==> config.mk <==
export PLATFORM = sky130hd
export DESIGN_NAME = telemetry_rx
export DESIGN_NICKNAME = d
export VERILOG_FILES = /design/src/rtl/telemetry_rx.sv
export SDC_FILE = /design/constraint.sdc
export NUM_CORES = 1
export LEC_CHECK = 0
export ABC_AREA = 1
export CORE_MARGIN = 2
export CORE_UTILIZATION = 56
export DETAILED_ROUTE_END_ITERATION = 8
export PLACE_DENSITY = 0.82
export SLEW_MARGIN = 10
export SYNTH_ARGS = -nofsm -noshare
export SYNTH_HDL_FRONTEND = slang
export SYNTH_SLANG_ARGS = --single-unit
==> constraint.sdc <==
create_clock -name clk -period 1.97 [get_ports clk]
set_input_delay 0.394 -clock clk [delete_from_list [all_inputs] [get_ports clk]]
set_output_delay 0.394 -clock clk [all_outputs]
set_load 0.01 [all_outputs]
==> src/rtl/telemetry_rx.sv <==
// UART receiver and packet framer for the e-bike telemetry stream (AA 55 + three 12-bit fields).
// Optional inter-byte idle timeout is built when TELEM_RX_TIMEOUT_EN is defined.
module telemetry_rx #(
    parameter int BAUD_DIV = 2604,
    parameter int FAST_SIM = 1
) (
    input  logic        clk,
    input  logic        rst,
    input  logic        RX,
    output logic [11:0] batt_v,
    output logic [11:0] avg_curr,
    output logic [11:0] avg_torque,
    output logic        pkt_vld,
    output logic [7:0]  err_cnt
);

    localparam int CW = $clog2(BAUD_DIV + 1);
    localparam logic [CW-1:0] HALF_M1 = CW'(BAUD_DIV / 2 - 1);
    localparam logic [CW-1:0] FULL_M1 = CW'(BAUD_DIV - 1);

    typedef enum logic [1:0] {B_IDLE, B_START, B_DATA, B_STOP} bit_state_t;
    typedef enum logic [1:0] {HUNT_AA, HUNT_55, FIELD} frame_state_t;

    logic rx_meta, rx_sync, rx_prev, rx_fall;

    always_ff @(posedge clk) begin
        if (rst) begin
            rx_meta <= 1'b1;
            rx_sync <= 1'b1;
            rx_prev <= 1'b1;
        end else begin
            rx_meta <= RX;
            rx_sync <= rx_meta;
            rx_prev <= rx_sync;
        end
    end

    assign rx_fall = rx_prev & ~rx_sync;

    bit_state_t      bit_state, bit_next;
    logic [CW-1:0]   cnt;
    logic [2:0]      bit_idx;
    logic [7:0]      rx_byte;
    logic            cnt_clr, shift_en, byte_stb, frame_err;

    always_ff @(posedge clk) begin
        if (rst) begin
            bit_state <= B_IDLE;
            cnt       <= '0;
            bit_idx   <= '0;
            rx_byte   <= '0;
        end else begin
            bit_state <= bit_next;
            cnt       <= cnt_clr ? '0 : cnt + 1'b1;
            if (bit_state == B_START)
                bit_idx <= '0;
            else if (shift_en)
                bit_idx <= bit_idx + 1'b1;
            if (shift_en)
                rx_byte <= {rx_sync, rx_byte[7:1]};
        end
    end

    always_comb begin
        bit_next  = bit_state;
        cnt_clr   = 1'b0;
        shift_en  = 1'b0;
        byte_stb  = 1'b0;
        frame_err = 1'b0;
        case (bit_state)
            B_IDLE: begin
                cnt_clr = 1'b1;
                if (rx_fall)
                    bit_next = B_START;
            end
            B_START: begin
                if (cnt == HALF_M1) begin
                    cnt_clr  = 1'b1;
                    bit_next = rx_sync ? B_IDLE : B_DATA;
                end
            end
            B_DATA: begin
                if (cnt == FULL_M1) begin
                    cnt_clr  = 1'b1;
                    shift_en = 1'b1;
                    if (bit_idx == 3'd7)
                        bit_next = B_STOP;
                end
            end
            B_STOP: begin
                if (cnt == FULL_M1) begin
                    cnt_clr   = 1'b1;
                    bit_next  = B_IDLE;
                    byte_stb  = rx_sync;
                    frame_err = ~rx_sync;
                end
            end
            default: bit_next = B_IDLE;
        endcase
    end

    frame_state_t fr_state, fr_next;
    logic [2:0]   idx;
    logic [3:0]   sh_batt_hi, sh_curr_hi, sh_torq_hi;
    logic [7:0]   sh_batt_lo, sh_curr_lo;
    logic         fmt_err, to_err, commit, store, idx_clr, timeout;

`ifdef TELEM_RX_TIMEOUT_EN
    localparam int TO_LIMIT = (FAST_SIM != 0) ? (20 * BAUD_DIV) / 16 : 20 * BAUD_DIV;
    localparam int TW = $clog2(TO_LIMIT + 1);
    logic [TW-1:0] idle_cnt;

    // Counts clocks since the last good byte while a packet is in progress.
    always_ff @(posedge clk) begin
        if (rst || byte_stb || fr_state == HUNT_AA)
            idle_cnt <= '0;
        else if (idle_cnt != TW'(TO_LIMIT))
            idle_cnt <= idle_cnt + 1'b1;
    end

    assign timeout = (fr_state != HUNT_AA) && (idle_cnt == TW'(TO_LIMIT));
`else
    logic unused_fast_sim;
    assign unused_fast_sim = (FAST_SIM != 0);
    assign timeout = 1'b0;
`endif

    always_comb begin
        fr_next = fr_state;
        fmt_err = 1'b0;
        to_err  = 1'b0;
        commit  = 1'b0;
        store   = 1'b0;
        idx_clr = 1'b0;
        if (frame_err) begin
            fr_next = HUNT_AA;
        end else if (byte_stb) begin
            case (fr_state)
                HUNT_AA: begin
                    if (rx_byte == 8'hAA)
                        fr_next = HUNT_55;
                end
                HUNT_55: begin
                    if (rx_byte == 8'h55) begin
                        fr_next = FIELD;
                        idx_clr = 1'b1;
                    end else if (rx_byte != 8'hAA) begin
                        fr_next = HUNT_AA;
                    end
                end
                FIELD: begin
                    // High bytes carry only a nibble; anything above it means a corrupt stream.
                    if (!idx[0] && rx_byte[7:4] != 4'h0) begin
                        fmt_err = 1'b1;
                        fr_next = HUNT_AA;
                    end else if (idx == 3'd5) begin
                        commit  = 1'b1;
                        fr_next = HUNT_AA;
                    end else begin
                        store = 1'b1;
                    end
                end
                default: fr_next = HUNT_AA;
            endcase
        end else if (timeout) begin
            to_err  = 1'b1;
            fr_next = HUNT_AA;
        end
    end

    always_ff @(posedge clk) begin
        if (rst) begin
            fr_state   <= HUNT_AA;
            idx        <= '0;
            sh_batt_hi <= '0;
            sh_batt_lo <= '0;
            sh_curr_hi <= '0;
            sh_curr_lo <= '0;
            sh_torq_hi <= '0;
            batt_v     <= '0;
            avg_curr   <= '0;
            avg_torque <= '0;
            pkt_vld    <= 1'b0;
            err_cnt    <= '0;
        end else begin
            fr_state <= fr_next;
            pkt_vld  <= commit;
            if (idx_clr)
                idx <= '0;
            else if (store)
                idx <= idx + 1'b1;
            if (store) begin
                case (idx)
                    3'd0: sh_batt_hi <= rx_byte[3:0];
                    3'd1: sh_batt_lo <= rx_byte;
                    3'd2: sh_curr_hi <= rx_byte[3:0];
                    3'd3: sh_curr_lo <= rx_byte;
                    3'd4: sh_torq_hi <= rx_byte[3:0];
                    default: ;
                endcase
            end
            if (commit) begin
                batt_v     <= {sh_batt_hi, sh_batt_lo};
                avg_curr   <= {sh_curr_hi, sh_curr_lo};
                avg_torque <= {sh_torq_hi, rx_byte};
            end
            if ((frame_err || fmt_err || to_err) && err_cnt != 8'hFF)
                err_cnt <= err_cnt + 1'b1;
        end
    end

endmodule
======== Yosys cells after proc, flatten, opt, wreduce, memory -nomap -nowiden ========
Cells that the tools add are included.
cells by class
  bitwise gates (word level) .............. 2
  reductions and logical operators ........ 20
  add/subtract/negate cells ............... 4
  equal/unequal tests ..................... 25
  multiplexer cells ....................... 39
operators with widths
  cell                   number
  $mux 1                 25
  $mux 2                 11
  $ne 8x8->1 const B     2
  $add 12x1->12 const B  1
  $eq 12x11->1 const B   1
  $eq 12x12->1 const B   1
  $ne 2x2->1 const B     5
  $reduce_and 2->1       5
  $reduce_or 2->1        5
  $eq 3x3->1 const B     3
  $add 8x1->8 const B    1
  $eq 8x7->1 const B     1
  $eq 8x8->1 const B     1
  $pmux 2 s4             1
  $add 3x1->3 const B    2
  $eq 2x2->1 const B     3
  $eq 3x2->1 const B     2
  $ne 3x3->1 const B     2
  $pmux 2 s3             1
  $reduce_and 5->1       1
  $eq 2x1->1 const B     2
  $logic_not 2->1        2
  $reduce_and 4->1       1
  $reduce_bool 4->1      1
  other kinds (9)        10
word-level totals
  word-level logic and storage cells ...... 109
  input bits .............................. 3
  output and inout port bits .............. 45
  bits in registers ....................... 106

======== Logic depth before layout (Yosys ltp) ========
Gate-level depths: netlist of the first run.
  word-level depth ........................ 8
  mapped depth ............................ 12
  depth with buffers taken out ............ 11

======== Worst setup path before layout of the first run ========
Ideal clock, no wire load.
  kind .................................... reg2reg
  start point ............................. register idx[1]
  end point ............................... register sh_batt_lo[4]
  buffers on the path ..................... 1
  required time ........................... 1.854 ns
  path slack .............................. 0.201 ns
  arrival ................................. 1.654 ns
  period minus slack after synthesis ...... 1.769 ns
  library setup time ...................... 0.116 ns
  stages on the path, launching flop included .. 12
  path through ............................ dfxtp_1 > inv_1 > ha_1 > clkbuf_1 > nand2_1 > inv_1 > nor2_2 > inv_1 > nor2_2 > nand2_1 > o21ai_0 > nor2_1
on the way
  word-level cells in the longest chain between the ends .. 7
  elaborated cells between the ends (all ways) .. 8
  classes of those cells .................. eq/ne (2); mux (5); reduce/logical (1)
RTL lines
  element                              RTL line  RTL
  start: declaration                   103       logic [2:0] idx;
  start signal: assignment             191       idx <= idx + 1'b1;
  $eq 3x3->1                           156       end else if (idx == 3'd5) begin
  $mux 1                               156
  $mux 1                               153       if (!idx[0] && rx_byte[7:4] != 4'h0) begin
  $mux 1                               138       case (fr_state)
  $mux 1                               137       end else if (byte_stb) begin
  $mux 1                               135       if (frame_err) begin
  $reduce_and 2->1 (no source line) *  --
  end signal: assignment               195       3'd1: sh_batt_lo <= rx_byte;
  end: declaration                     105       logic [7:0] sh_batt_lo, sh_curr_lo;
Mark *: on every way between the ends. The rest lies on a longest branch, timed or not.
A chain may end at the register's enable or synchronous reset.

======== Worst setup path after layout of the first run ========
  start point ............................. register cnt[1]
  end point ............................... register sh_curr_lo[0]
on the way
  word-level cells in the longest chain between the ends .. 6
  elaborated cells between the ends (all ways) .. 8
  classes of those cells .................. eq/ne (1); mux (6); reduce/logical (1)
RTL lines
  element                              RTL line  RTL
  start: declaration                   41        logic [CW-1:0] cnt;
  start signal: assignment             54        cnt <= cnt_clr ? '0 : cnt + 1'b1;
  $eq 12x12->1 *                       91        if (cnt == FULL_M1) begin
  $mux 1                               91
  $mux 1                               70        case (bit_state)
  $mux 1                               137
  $mux 1 *                             135
  $reduce_and 2->1 (no source line) *  --
  end signal: assignment               197       3'd3: sh_curr_lo <= rx_byte;
  end: declaration                     105
Marks and branches as above.

==> results of run 1 <==
through the flow:
| stage | hold slack, ns | setup TNS, ns | instance area [sq um] | util |
|---|---|---|---|---|
| floorplan | 0.389 | 0 | 4450 | - |
| global placement | 0.391 | 0 | 5020 | 0.650 |
| detailed placement | 0.402 | 0 | 5020 | 0.650 |
| CTS | 0.428 | 0 | 5220 | 0.675 |
| global route | 0.457 | -0.124 | 5270 | 0.681 |
| finish | 0.427 | 0 | 5270 | 0.681 |
state kept, by name, indices dropped and copies added, names as in the netlist, 2 cells and up, named ones only:
register    flops
avg_curr       12
sh_curr_lo      8
sh_curr_hi      4
cnt            12
sh_batt_hi      4
rx_byte         8
sh_batt_lo      8
sh_torq_hi      4
fr_state        2
err_cnt         8
idx             3
bit_idx         3
batt_v         12
avg_torque     12
final cells by class:
class	instances	area (sq um)	share of cell area
repair buffers	63	607	0.115
well taps	102	128	0.0242
inverters	65	249	0.0473
clock inverters	7	71.3	0.0135
flip-flops and latches	106	2130	0.404
clock buffers	9	124	0.0235
multi-input cells	412	1960	0.372
placed cells by master (no fill, tap or decap), types with 2 or more instances in the layout:
cell type                         synthesis  layout
sky130_fd_sc_hd__nor2_1                 148     148
sky130_fd_sc_hd__clkinv_4                 0       2
sky130_fd_sc_hd__inv_2                    2       2
sky130_fd_sc_hd__dfxtp_2                  0       3
sky130_fd_sc_hd__nor2_2                   3       3
sky130_fd_sc_hd__nand4_1                 11      11
sky130_fd_sc_hd__o21ai_0                 55      53
sky130_fd_sc_hd__ha_1                    10       9
sky130_fd_sc_hd__a21oi_1                 36      36
sky130_fd_sc_hd__buf_4                    1      14
sky130_fd_sc_hd__a211oi_1                 9       9
sky130_fd_sc_hd__nand3_2                  2       3
sky130_fd_sc_hd__nor3_1                   9       9
sky130_fd_sc_hd__nor4_1                   2       2
sky130_fd_sc_hd__o21ai_1                  1       3
sky130_fd_sc_hd__inv_6                    0       4
sky130_fd_sc_hd__inv_1                   62      62
sky130_fd_sc_hd__xor2_1                   3       3
sky130_fd_sc_hd__nand2_2                  2       2
sky130_fd_sc_hd__dfxtp_1                106     103
sky130_fd_sc_hd__nor3b_1                  2       2
sky130_fd_sc_hd__nor2_4                   3       3
sky130_fd_sc_hd__nand3_1                 22      21
sky130_fd_sc_hd__or2_2                    5       5
sky130_fd_sc_hd__clkbuf_8                 0       9
sky130_fd_sc_hd__nand2_1                 87      87
sky130_fd_sc_hd__clkdlybuf4s50_1          0      47
metal layers:
metal | vias to the layer above | part of all wire | track usage
li1 | 2034 | - | -
met1 | 1744 | 0.45 | 0.263
met2 | 99 | 0.49 | 0.397
met3 | 17 | 0.045 | 0.0467
met4 | 0 | 0.017 | 0.0674
met5 | - | 0 | 0
power by group:
| part | internal (mW) | total (mW) | switching (mW) |
|---|---|---|---|
| Sequential | 2.15 | 2.15 | 0.00302 |
| Clock | 0.498 | 1.30 | 0.797 |
| Combinational | 0.0274 | 0.0813 | 0.0539 |
| Total | 2.67 | 3.53 | 0.854 |
final timing paths:
path | endpoint | depth (start not counted) | start
worst min-delay path | rx_sync$_SDFF_PP1_ | 1 | rx_meta$_SDFF_PP1_
worst max register to register | sh_curr_lo[0]$_SDFFE_PP0P_ | 7 | cnt[1]$_SDFF_PP0_
worst max-delay path | sh_curr_lo[0]$_SDFFE_PP0P_ | 7 | cnt[1]$_SDFF_PP0_
worst min register to register | rx_sync$_SDFF_PP1_ | 1 | rx_meta$_SDFF_PP1_
cells by family (layout without fill, tap and decap cells):
family,after synthesis,in the layout,synth area share
compound gates,102,102,0.120
xor+xnor,3,3,0.00590
fa+ha+maj,10,10,0.0281
buf+inv,92,144,0.0843
flops,106,106,0.477
simple gates,297,297,0.285
what timing repair did:
item	4_1_cts	5_1_grt
buffers inserted	0	4
resized for setup	0	10
endpoints found under the setup margin	0	58
==> reports/metrics.cfg, run 1 <==
[run_status]
result_of_the_run=complete, no violations

[route]
drt-initial-drc-count=231
wire_per_inst_microns=11.9
postRouteAntennaNets=0
post-route-drc-count=0
drtPass1Iterations=4
vias_per_cell=5.10
num_vias=3894
wirelength_routed_microns=9120

[timing]
layout_worst_path_cycle_share=0.942
final-max-slew-violation-count=0
final-hold-violation-count=0
final_setup_violations=0
worst_clock_skew_ns=0.0147
final_period_minus_worst_setup_slack_ns=1.85
max_freq_mhz=539
tightest_slew_ns=0.526
setup_repair_after_global_routing_missed_its_margin=yes
post_route_setup_slack_ns=0.115
max_slew_margin=0.646

[power]
vdd.ir_drop.worst_mv=0.443
cellLeakagePower_nw=2.07
power.density_nw_per_um2=670
pnr_total_power_mw=3.53

[min_path]
hold_path_class=flop to flop

[synth]
synth_cell_type_count=28
postSynthAreaPerCell_sq_um=7.30
netlist_area_sq_um=4450
postSynthCellCount=610
yosys_warnings=0
post-synth-top-count-cell=sky130_fd_sc_hd__nor2_1
netlist_top_cells_area=sky130_fd_sc_hd__dfxtp_1 48%, sky130_fd_sc_hd__nor2_1 12%, sky130_fd_sc_hd__nand2_1 7.3%
synth_top_cell_area_share=0.477
synth.net_count=623
synth.ff_latch_count=106
most_used_flip_flop_cell_after_synthesis=sky130_fd_sc_hd__dfxtp_1
synthArstFlopShare=0
commonest_cells_in_the_netlist=148 x sky130_fd_sc_hd__nor2_1, 106 x sky130_fd_sc_hd__dfxtp_1, 87 x sky130_fd_sc_hd__nand2_1, 62 x sky130_fd_sc_hd__inv_1, 55 x sky130_fd_sc_hd__o21ai_0
number_of_flops_mapped_to_enable_cells_by_yosys=0
synth.largest_area_cell=sky130_fd_sc_hd__dfxtp_1
fraction_of_the_yosys_area_taken_by_sequential_cells=0.477

[place]
port_buffers=47
post-place-ws_ns=0.0405
routabilityCongestion=0.888
post_placement_cell_count=744
dpl.hpwl_microns=6480

[setup_path]
worstSetupStartpointType=flop
r2r_slack_ns=0.12
cp_top_family=simple AND/OR/NAND/NOR gates
path_class=flop to flop
timing.critical_path.cells=ha_2 > nand2_1 > nor2_1 > nand3_2 > nor2_4 > nand3_2 > a211oi_1
timing.critical_path.required_ns=2.25
critical_path_fanouts_max=16
critical_path.endpoint_type=flop
cp.arrival_ns=2.13
cp_common_cell=sky130_fd_sc_hd__nand3_2
crit_buf_inv=0
critPathSlowestCell=sky130_fd_sc_hd__dfxtp_2
max_stage_delay_ns=0.37

[clock_tree]
cts_htree_levels=3
cts_inserted_buffers=9
clock_latency_on_the_worst_skew_pair_ns=0.37
tritoncts_clock_tree=done
clk_pin_slew_worst_paths_ns=0.10
cts.sinks=106
hold_buffer_count_at_cts=0
ctsLongestPathBuffers=2
cts_root_buffer=sky130_fd_sc_hd__clkbuf_8

[die]
floorplan.initialDensity=0.576
die_h_microns=93.1
boundaryPins=48
fp-row-count=32
core-area_sq_um=7730
die_w_microns=93.1
dieArea_sq_um=8680

[global_routing]
global_route.usage.total=0.221
grt_start_max_net_pins=60
number_of_antenna_violations_at_the_first_check_in_global_routing=0
vias_in_the_first_global_route=3695
grt_pass1_wl_microns=15600
overflow=0

[cells_and_area]
syn2layout_area_growth_pct=18.3
num-nets-final=670
number_of_cells_in_the_finished_layout_apart_from_fillers=764
drive_gt1_frac=0.0846
antenna-diode-count=0
fillerInstances=640

[run]
number_of_max_cap_violations=0

(Power assumes the default switching activity.)
==> inputs of run 2 (changes only) <==
CAP_MARGIN = 5   (was default)
==> results of run 2 <==
The final DEF is identical to that of run 1; final timing and power are the same.
==> inputs of run 3 (changes only) <==
PLACE_DENSITY = 0.79   (was 0.82)
==> reports/metrics.cfg, run 3 (synthesis results as in run 1) <==
[cells_and_area]
final_area_sq_um=5320
mostFrequentLayoutCell=sky130_fd_sc_hd__nor2_1
drive_gt1_frac=0.0915
num-nets-final=675
number_of_cells_in_the_finished_layout_apart_from_fillers=769
post_route_core_utilization=0.688
antenna-diode-count=0
syn2layout_area_growth_pct=19.5
fillerInstances=662
commonest_cells_after_routing_fill_and_taps_aside=148 x sky130_fd_sc_hd__nor2_1, 103 x sky130_fd_sc_hd__dfxtp_1, 87 x sky130_fd_sc_hd__nand2_1

[route]
drtPass1Iterations=5
vias_per_cell=5.11
post-route-drc-count=0
drt-initial-drc-count=184
postRouteAntennaNets=0
wire_per_inst_microns=12.0
wirelength_routed_microns=9230
num_vias=3931

[die]
fp-row-count=32
floorplan.initialDensity=0.576
dieArea_sq_um=8680
boundaryPins=48
core-area_sq_um=7730
die_h_microns=93.1
die_w_microns=93.1

[timing]
tns_ns=0
timing.hold.ws_ns=0.418
tightest_slew_ns=0.487
final_setup_violations=0
max_freq_mhz=533
worst_clock_skew_ns=0.00669
max_slew_margin=0.672
final-max-slew-violation-count=0
final-hold-violation-count=0
post_route_setup_slack_ns=0.0946
setup_repair_after_global_routing_missed_its_margin=yes
layout_worst_path_cycle_share=0.952
final_period_minus_worst_setup_slack_ns=1.88

[power]
vdd.ir_drop.worst_mv=0.398
power.density_nw_per_um2=673
cellLeakagePower_nw=2.10
pnr_total_power_mw=3.58

[clock_tree]
clk_pin_slew_worst_paths_ns=0.09
cts_root_buffer=sky130_fd_sc_hd__clkbuf_8
cts.sinks=106
cts_inserted_buffers=9
cts_htree_levels=3
clock_latency_on_the_worst_skew_pair_ns=0.36
hold_buffer_count_at_cts=0
tritoncts_clock_tree=done
ctsLongestPathBuffers=2

[run_status]
result_of_the_run=complete, no violations

[global_routing]
grt_pass1_wl_microns=15500
number_of_antenna_violations_at_the_first_check_in_global_routing=0
vias_in_the_first_global_route=3627
overflow=0
global_route.usage.total=0.221
grt_start_max_net_pins=27

[setup_path]
cp.arrival_ns=2.13
timing.critical_path.required_ns=2.23
worstSetupStartpointType=flop
timing.critical_path.cells=ha_4 > nand4_1 > nor2_4 > nand3_2 > inv_2 > nand3_4 > buf_4 > o21ai_0 > nor2_1
max_stage_delay_ns=0.39
path_class=flop to flop
critical_path.endpoint_type=flop
critical_path_fanouts_max=18
critPathSlowestCell=sky130_fd_sc_hd__dfxtp_2

[run]
number_of_max_cap_violations=0

[place]
routabilityCongestion=0.883
dpl.hpwl_microns=6490
place_area_sq_um=5060
port_buffers=47
post-place-ws_ns=0.0246
post_placement_cell_count=749

[min_path]
hold_path_class=flop to flop

-- run 3: changes by cell type in the layout (fill, tap and decap cells not counted), sizes merged --
cell | before | now
buf | 16 | 21
bufinv | 0 | 1
clkbuf | 9 | 10
clkinv | 3 | 4
clkinvlp | 0 | 1
inv | 69 | 65
-- run 3: worst paths after layout --
path | from | end | slack, ns | depth (start not counted)
worst max register to register | cnt[1]$_SDFF_PP0_ | avg_torque[11]$_SDFFE_PP0P_ | 0.09 | 9
worst min register to register | rx_meta$_SDFF_PP1_ | rx_sync$_SDFF_PP1_ | 0.42 | 1
worst min-delay path | rx_meta$_SDFF_PP1_ | rx_sync$_SDFF_PP1_ | 0.42 | 1
worst max-delay path | cnt[1]$_SDFF_PP0_ | avg_torque[11]$_SDFFE_PP0P_ | 0.09 | 9
-- run 3: final cells by class --
cell class	count	area, sq um	area share
timing repair buffer	68	641	0.120
multi-input combinational	412	1980	0.372
clock buffer	10	138	0.0259
sequential	106	2130	0.400
inverter	65	245	0.0461
tap	102	128	0.0240
clock inverter	6	65.1	0.0122
-- run 3: routing by layer --
metal | GRT usage | up-vias | share of wire
li1 | - | 2051 | -
met4 | 0.0931 | 0 | 0.020
met2 | 0.393 | 84 | 0.49
met5 | 0 | - | 0
met1 | 0.264 | 1782 | 0.45
met3 | 0.0338 | 14 | 0.034
-- run 3: critical path, delay by kind of cell, from the launching register on --
family	cells	cell delay [ns]
and+or+nand+nor	5	0.68
DFF	1	0.39
adders and majority gates	1	0.17
AOI/OAI and AO/OA	1	0.20
buffers and inverters	2	0.33
-- run 3: timing repair --
item | 4_1_cts | 5_1_grt
setup buffers | 0 | 4
resized for setup | 0 | 10
setup endpoints to repair | 0 | 64
endpoints found under the hold margin | 0 | 0
-- run 3: report_power, final --
group,switching [mW],total [mW],internal [mW]
Clock,0.723,1.35,0.625
Sequential,0.00379,2.15,2.15
Combinational,0.0555,0.0843,0.0287
Total,0.782,3.58,2.80
